--- src/rtl/alu_seq_pkg.sv ---
// Shared types and widths for the ALU command sequencer.
// ALU_SEQ_CHAIN_EN adds a chain bit to each stored command entry.
package alu_seq_pkg;

    localparam int ALU_IN_W  = 4;
    localparam int ALU_OUT_W = 8;

    typedef enum logic [1:0] {
        IDLE = 2'd0,
        WAIT = 2'd1,
        HOLD = 2'd2
    } seq_state_t;

    typedef struct packed {
`ifdef ALU_SEQ_CHAIN_EN
        logic                chain;
`endif
        logic [ALU_IN_W-1:0] a;
        logic [ALU_IN_W-1:0] b;
        logic [ALU_IN_W-1:0] op;
    } cmd_entry_t;

endpackage

--- src/rtl/alu_seq_fifo.sv ---
// Synchronous FIFO for command entries. Power-of-two depth, so the pointers
// wrap naturally; the occupancy count separates full from empty.
module alu_seq_fifo #(
    parameter int DEPTH = 4,
    parameter int WIDTH = 12,
    localparam int AW = $clog2(DEPTH),
    localparam int CW = AW + 1
) (
    input  logic             clk,
    input  logic             rst,
    input  logic             push,
    input  logic [WIDTH-1:0] wdata,
    input  logic             pop,
    output logic [WIDTH-1:0] rdata,
    output logic             full,
    output logic             empty,
    output logic [CW-1:0]    count
);

    logic [WIDTH-1:0] mem_q [DEPTH];
    logic [WIDTH-1:0] mem_d [DEPTH];
    logic [AW-1:0]    wr_ptr_q, wr_ptr_d;
    logic [AW-1:0]    rd_ptr_q, rd_ptr_d;
    logic [CW-1:0]    count_q, count_d;
    logic             do_push;
    logic             do_pop;

    assign full    = (count_q == CW'(DEPTH));
    assign empty   = (count_q == '0);
    assign count   = count_q;
    assign rdata   = mem_q[rd_ptr_q];
    assign do_push = push && !full;
    assign do_pop  = pop && !empty;

    always_comb begin
        mem_d    = mem_q;
        wr_ptr_d = wr_ptr_q;
        rd_ptr_d = rd_ptr_q;
        count_d  = count_q;
        if (do_push) begin
            mem_d[wr_ptr_q] = wdata;
            wr_ptr_d        = wr_ptr_q + 1'b1;
        end
        if (do_pop) begin
            rd_ptr_d = rd_ptr_q + 1'b1;
        end
        case ({do_push, do_pop})
            2'b10:   count_d = count_q + 1'b1;
            2'b01:   count_d = count_q - 1'b1;
            default: count_d = count_q;
        endcase
    end

    always_ff @(posedge clk) begin
        if (rst) begin
            wr_ptr_q <= '0;
            rd_ptr_q <= '0;
            count_q  <= '0;
        end else begin
            wr_ptr_q <= wr_ptr_d;
            rd_ptr_q <= rd_ptr_d;
            count_q  <= count_d;
        end
    end

    // Storage needs no reset: nothing is read until a push has written it.
    always_ff @(posedge clk) begin
        mem_q <= mem_d;
    end

endmodule

--- src/rtl/alu_cmd_sequencer.sv ---
// Buffers ALU commands, issues them on registered operand buses and returns
// each sampled result over valid/ready. ALU_SEQ_CHAIN_EN enables result chaining.
//
// state | meaning
// IDLE  | no command in flight; issue the FIFO head when one is present
// WAIT  | operands on the ALU, counting down the evaluation latency
// HOLD  | result captured and offered until rsp_ready
module alu_cmd_sequencer
    import alu_seq_pkg::*;
#(
    parameter int FIFO_DEPTH = 4,
    parameter int ALU_LAT    = 1
) (
    input  logic                          clk,
    input  logic                          rst,
    input  logic                          cmd_valid,
    output logic                          cmd_ready,
    input  logic [ALU_IN_W-1:0]           cmd_a,
    input  logic [ALU_IN_W-1:0]           cmd_b,
    input  logic [ALU_IN_W-1:0]           cmd_op,
    input  logic                          cmd_chain,
    output logic [ALU_IN_W-1:0]           alu_a,
    output logic [ALU_IN_W-1:0]           alu_b,
    output logic [ALU_IN_W-1:0]           alu_op,
    input  logic [ALU_OUT_W-1:0]          alu_result,
    output logic                          rsp_valid,
    input  logic                          rsp_ready,
    output logic [ALU_OUT_W-1:0]          rsp_data,
    output logic [ALU_IN_W-1:0]           rsp_op,
    output logic                          busy,
    output logic [$clog2(FIFO_DEPTH):0]   fifo_count
);

    localparam logic [2:0] LAT_LOAD = 3'(ALU_LAT - 1);

    seq_state_t            state_q, state_d;
    logic [ALU_IN_W-1:0]   alu_a_q, alu_a_d;
    logic [ALU_IN_W-1:0]   alu_b_q, alu_b_d;
    logic [ALU_IN_W-1:0]   alu_op_q, alu_op_d;
    logic                  rsp_valid_q, rsp_valid_d;
    logic [ALU_OUT_W-1:0]  rsp_data_q, rsp_data_d;
    logic [ALU_IN_W-1:0]   rsp_op_q, rsp_op_d;
    logic [2:0]            lat_cnt_q, lat_cnt_d;

    cmd_entry_t            push_entry;
    cmd_entry_t            head_entry;
    logic                  fifo_push;
    logic                  fifo_pop;
    logic                  fifo_full;
    logic                  fifo_empty;
    logic                  issue;
    logic [ALU_IN_W-1:0]   issue_a;

    always_comb begin
        push_entry    = '0;
        push_entry.a  = cmd_a;
        push_entry.b  = cmd_b;
        push_entry.op = cmd_op;
`ifdef ALU_SEQ_CHAIN_EN
        push_entry.chain = cmd_chain;
`endif
    end

`ifdef ALU_SEQ_CHAIN_EN
    logic [ALU_IN_W-1:0] chain_q, chain_d;
    assign issue_a = head_entry.chain ? chain_q : head_entry.a;
`else
    logic unused_cmd_chain;
    assign unused_cmd_chain = cmd_chain;
    assign issue_a          = head_entry.a;
`endif

    assign cmd_ready = !rst && !fifo_full;
    assign fifo_push = cmd_valid && cmd_ready;

    alu_seq_fifo #(
        .DEPTH (FIFO_DEPTH),
        .WIDTH ($bits(cmd_entry_t))
    ) u_fifo (
        .clk   (clk),
        .rst   (rst),
        .push  (fifo_push),
        .wdata (push_entry),
        .pop   (fifo_pop),
        .rdata (head_entry),
        .full  (fifo_full),
        .empty (fifo_empty),
        .count (fifo_count)
    );

    always_comb begin
        state_d     = state_q;
        alu_a_d     = alu_a_q;
        alu_b_d     = alu_b_q;
        alu_op_d    = alu_op_q;
        rsp_valid_d = rsp_valid_q;
        rsp_data_d  = rsp_data_q;
        rsp_op_d    = rsp_op_q;
        lat_cnt_d   = lat_cnt_q;
        issue       = 1'b0;
`ifdef ALU_SEQ_CHAIN_EN
        chain_d     = chain_q;
`endif
        case (state_q)
            IDLE: begin
                if (!fifo_empty) issue = 1'b1;
            end
            WAIT: begin
                if (lat_cnt_q == 3'd0) begin
                    rsp_data_d  = alu_result;
                    rsp_op_d    = alu_op_q;
                    rsp_valid_d = 1'b1;
                    state_d     = HOLD;
`ifdef ALU_SEQ_CHAIN_EN
                    chain_d     = alu_result[ALU_IN_W-1:0];
`endif
                end else begin
                    lat_cnt_d = lat_cnt_q - 3'd1;
                end
            end
            HOLD: begin
                if (rsp_ready) begin
                    rsp_valid_d = 1'b0;
                    if (!fifo_empty) issue = 1'b1;
                    else             state_d = IDLE;
                end
            end
            default: state_d = IDLE;
        endcase
        // Pop and operand load happen together so alu_* only ever carry issued data.
        if (issue) begin
            alu_a_d   = issue_a;
            alu_b_d   = head_entry.b;
            alu_op_d  = head_entry.op;
            lat_cnt_d = LAT_LOAD;
            state_d   = WAIT;
        end
    end

    assign fifo_pop = issue;

    always_ff @(posedge clk) begin
        if (rst) begin
            state_q     <= IDLE;
            alu_a_q     <= '0;
            alu_b_q     <= '0;
            alu_op_q    <= '0;
            rsp_valid_q <= 1'b0;
            rsp_data_q  <= '0;
            rsp_op_q    <= '0;
            lat_cnt_q   <= '0;
        end else begin
            state_q     <= state_d;
            alu_a_q     <= alu_a_d;
            alu_b_q     <= alu_b_d;
            alu_op_q    <= alu_op_d;
            rsp_valid_q <= rsp_valid_d;
            rsp_data_q  <= rsp_data_d;
            rsp_op_q    <= rsp_op_d;
            lat_cnt_q   <= lat_cnt_d;
        end
    end

`ifdef ALU_SEQ_CHAIN_EN
    always_ff @(posedge clk) begin
        if (rst) chain_q <= '0;
        else     chain_q <= chain_d;
    end
`endif

    assign alu_a     = alu_a_q;
    assign alu_b     = alu_b_q;
    assign alu_op    = alu_op_q;
    assign rsp_valid = rsp_valid_q;
    assign rsp_data  = rsp_data_q;
    assign rsp_op    = rsp_op_q;
    assign busy      = (state_q != IDLE) || !fifo_empty;

endmodule

--- config.mk ---
export PLATFORM = sky130hd
export DESIGN_NAME = alu_cmd_sequencer
export DESIGN_NICKNAME = d
export VERILOG_FILES = /design/src/rtl/alu_seq_pkg.sv /design/src/rtl/alu_seq_fifo.sv /design/src/rtl/alu_cmd_sequencer.sv
export SDC_FILE = /design/constraint.sdc
export NUM_CORES = 1
export LEC_CHECK = 0
export BUFFER_PORTS_ARGS = -buffer_cell sky130_fd_sc_hd__buf_2
export CORE_AREA = 2 2 91 93
export CTS_BUF_LIST = sky130_fd_sc_hd__clkbuf_8
export CTS_CLUSTER_DIAMETER = 40
export DETAILED_ROUTE_END_ITERATION = 10
export DIE_AREA = 0 0 93 95
export GPL_TIMING_DRIVEN = 0
export SLEW_MARGIN = 20
export SYNTH_ARGS = -nofsm -noshare
export SYNTH_HDL_FRONTEND = slang
export SYNTH_SLANG_ARGS = --single-unit
--- constraint.sdc ---
create_clock -name clk -period 4.8 [get_ports clk]
set_input_delay 1.2 -clock clk [delete_from_list [all_inputs] [get_ports clk]]
set_output_delay 1.2 -clock clk [all_outputs]
set_load 0.05 [all_outputs]
==> out/results.tsv <==
stage	metric	value	unit
clock_tree	Resize count post-CTS	0	
synthesis	flop and latch count out of synthesis	85	
timing	Worst-Margin Slew	688.4	ps
clock_tree	H-tree depth	3	
route	drt drc	0	
pwr	VDD IR max	0.1823	mV
timing	setup TNS	0	ps
pwr	Pleak	1.529	nW
clock_tree	Worst-Skew Late Latency	360	ps
timing	Final period util	76.41	%
critical_path	Worst Path Buf+Inv	4	
critical_path	Worst EP arrival	2470	ps
flow_run	# Max-Cap Violations	0	
timing	Setup violations, final	0	
final_layout	n_diodes	0	
route	post-DR vias/cell	5.097	
critical_path	Crit path top cell by count	buf_2	
clock_tree	CTS sink cnt	85	
die	die area	8835	um^2
synthesis	synth warn	0	
final_layout	filler instances	736	
timing	clock skew	10.71	ps
die	die width	93	um
pwr	Power per Cell Area	595.2	nW/um^2
synthesis	Post-Synthesis Cells	257	
pwr	PnR Total Power	0.002412	W
timing	Final Hold Vio Count	0	
die	Core Region	7928	um^2
critical_path	CP Class	in -> out	
synthesis	most area-consuming cells after synthesis	edfxtp_1, dfxtp_1, mux4_2	
timing	Rel. slew slack	54.11	%
critical_path	r2r startpoint	state_q[1]	
grt	largest net degree at the start of global routing	18	
synthesis	post-synth top area share	41.85	%
route	Detailed Route Iter0 Violations	90	
grt	total track usage	15.85	%
route	drt wl/cell	15.07	um
timing	unrepaired setup endpoints after global routing	no	
critical_path	WP data required	3600	ps
route	Pre-Repair DR Iteration Count	4	
placed_design	count of input and output buffers	53	
min_path	Worst Hold Launch	rsp_data[4]	
synthesis	syn nets	290	
critical_path	crit path launch	rst	
final_layout	FF/Latch Area	2182	um^2
synthesis	leading area contributor after synthesis	edfxtp_1	
min_path	Hold WC Path Type	reg -> reg	
synthesis	area of the mapped netlist	3445	um^2
clock_tree	Worst-path clk slew	90	ps
die	die height	95	um
final_layout	number of nets in the layout	354	
grt	initial antenna violation count	0	
outcome	status	completed	
final_layout	most frequent cells in the layout	buf_2, edfxtp_1, dfxtp_1	
critical_path	slowest cell on the critical path	buf_1	
clock_tree	Hold Buf Count CTS	0	
grt	grt ovf	0	
route	Routed Antenna Nets	0	
synthesis	Primary FF master, synth	edfxtp_1	
clock_tree	Max clock buf depth	2	
timing	Max Fclk	272.6	MHz
critical_path	CP cell instances	buf_2 -> clkbuf_1 -> buf_1 -> nor2_1 -> buf_2	
placed_design	GPL Wtd Cong	0.7984	
final_layout	multi-input gate area in the final layout	1132	um^2
final_layout	layout cell share with drive strength beyond 1	27.30	%
synthesis	Post-synth EDFFs	48	
route	via count	2197	
grt	global-route wire length before repair	10650	um
clock_tree	CTS tree	yes	
timing	Tmin final	3668	ps
clock_tree	setup bufs post-CTS	0	
clock_tree	Num CTS Buffers	9	
clock_tree	clk root buf	clkbuf_8	
placed_design	HPWL after DPL	4353	um
synthesis	Mapped Avg Cell Area	13.40	um^2
critical_path	type of origin of the critical path	primary input	
final_layout	commonest non-fill, non-tap cell in the layout	buf_2	
timing	Final Max Tran Viols	0	
die	Initial Util	43.45	%
final_layout	Area Growth Syn to Fin	17.65	%
synthesis	asr flop ratio synth	0	%
synthesis	sequential area share after synthesis	63.35	%
critical_path	CP peak stage delay	450	ps
synthesis	Distinct cells, synth	41	
critical_path	crit end category	primary output	
die	row cnt	33	
route	final WL	6496	um
die	I/O pins	55	
grt	vias in the first global route	2129	
critical_path	dominant delay contributor by cell family on the critical path	buffers and inverters	
critical_path	Worst Path Max Fanout	10	
==> power by group <==
group          switching (W)  internal [W]  total [W]  leakage, nW
clock               0.000290      0.000255   0.000545        0.109
combinational       0.000628      0.000287   0.000915        0.682
sequential         0.0000686      0.000883   0.000952        0.738
total               0.000987       0.00143    0.00241         1.53
==> metrics by stage <==
stage                     setup WS [ps]  utilization, %  area [um^2]  hold WS [ps]  instances
after floorplan                    1338               -         3445         475.0        257
final                              1132           51.12         4053         454.9        431
after global placement             1075           48.45         3841         438.5        415
after detailed placement           1081           48.45         3841         444.4        415
after CTS                          1068           51.12         4053         457.9        431
after global routing              969.7           51.12         4053         476.5        431
==> cell families (layout without fill, tap and decap cells) <==
family	after synthesis	in the layout	synth area share [%]
flip-flops	85	85	63.35
AND/OR/NAND/NOR	73	73	11.59
AO/OA/AOI/OAI	47	47	8.027
buffers and inverters	26	95	3.778
multiplexers	16	16	9.626
adder cells (fa/ha/maj)	8	8	3.124
XOR/XNOR	2	2	0.5086
==> synth_stat cells (all sizes together) (2+ instances only) <==
cell type	n
or3	3
mux2i	2
nor2b	2
nor3	3
dfxtp	37
a21oi	30
o31ai	13
nor2	9
inv	9
and2	4
buf	11
clkbuf	6
nand4	13
nand3b	3
xor2	2
nand2b	3
nor3b	2
edfxtp	48
mux4	12
mux2	2
ha	7
nand2	24
==> cell type report <==
| type | instances | area share (%) |
|---|---|---|
| well taps | 105 | 3.242 |
| plain buffers | 17 | 2.377 |
| multi-input cells | 146 | 27.94 |
| clock buffers | 9 | 3.057 |
| repair buffers | 53 | 6.545 |
| clock inverters | 7 | 2.161 |
| inverters | 9 | 0.8336 |
| flip-flops and latches | 85 | 53.84 |
==> state kept, by name (all words and copies together) (netlist names) <==
name / flops
lat_cnt_q: 3
u_fifo.wr_ptr_q: 2
u_fifo.count: 3
rsp_op: 4
u_fifo.rd_ptr_q: 2
alu_b: 4
alu_a: 4
u_fifo.mem_q: 48
rsp_valid: 1
state_q: 2
alu_op: 4
rsp_data: 8
==> routing by layer <==
| metal | track usage [%] | wire, um |
|---|---|---|
| met1 | 21.18 | 3026 |
| met2 | 25.12 | 3058 |
| met3 | 3.113 | 288 |
| met4 | 7.353 | 123 |
| met5 | 0 | 0 |
==> path summary, 6_finish.rpt <==
kind,to,slack (ps),depth (start not counted)
worst max-delay path,cmd_ready,1130,5
worst min-delay path,rsp_data[4],450,2
worst max register to register,u_fifo.count[2],2340,8
worst min register to register,rsp_data[4],450,2
==> worst register-to-register path, delay by kind of cell, from the launching register on <==
kind | cells | cell delay [ps]
simple gates | 3 | 1000
fa+ha+maj | 2 | 650
flops | 1 | 380
xor+xnor | 1 | 160
compound gates | 1 | 150
buf+inv | 1 | 60
Note: power is estimated with default switching activity, not from simulation.
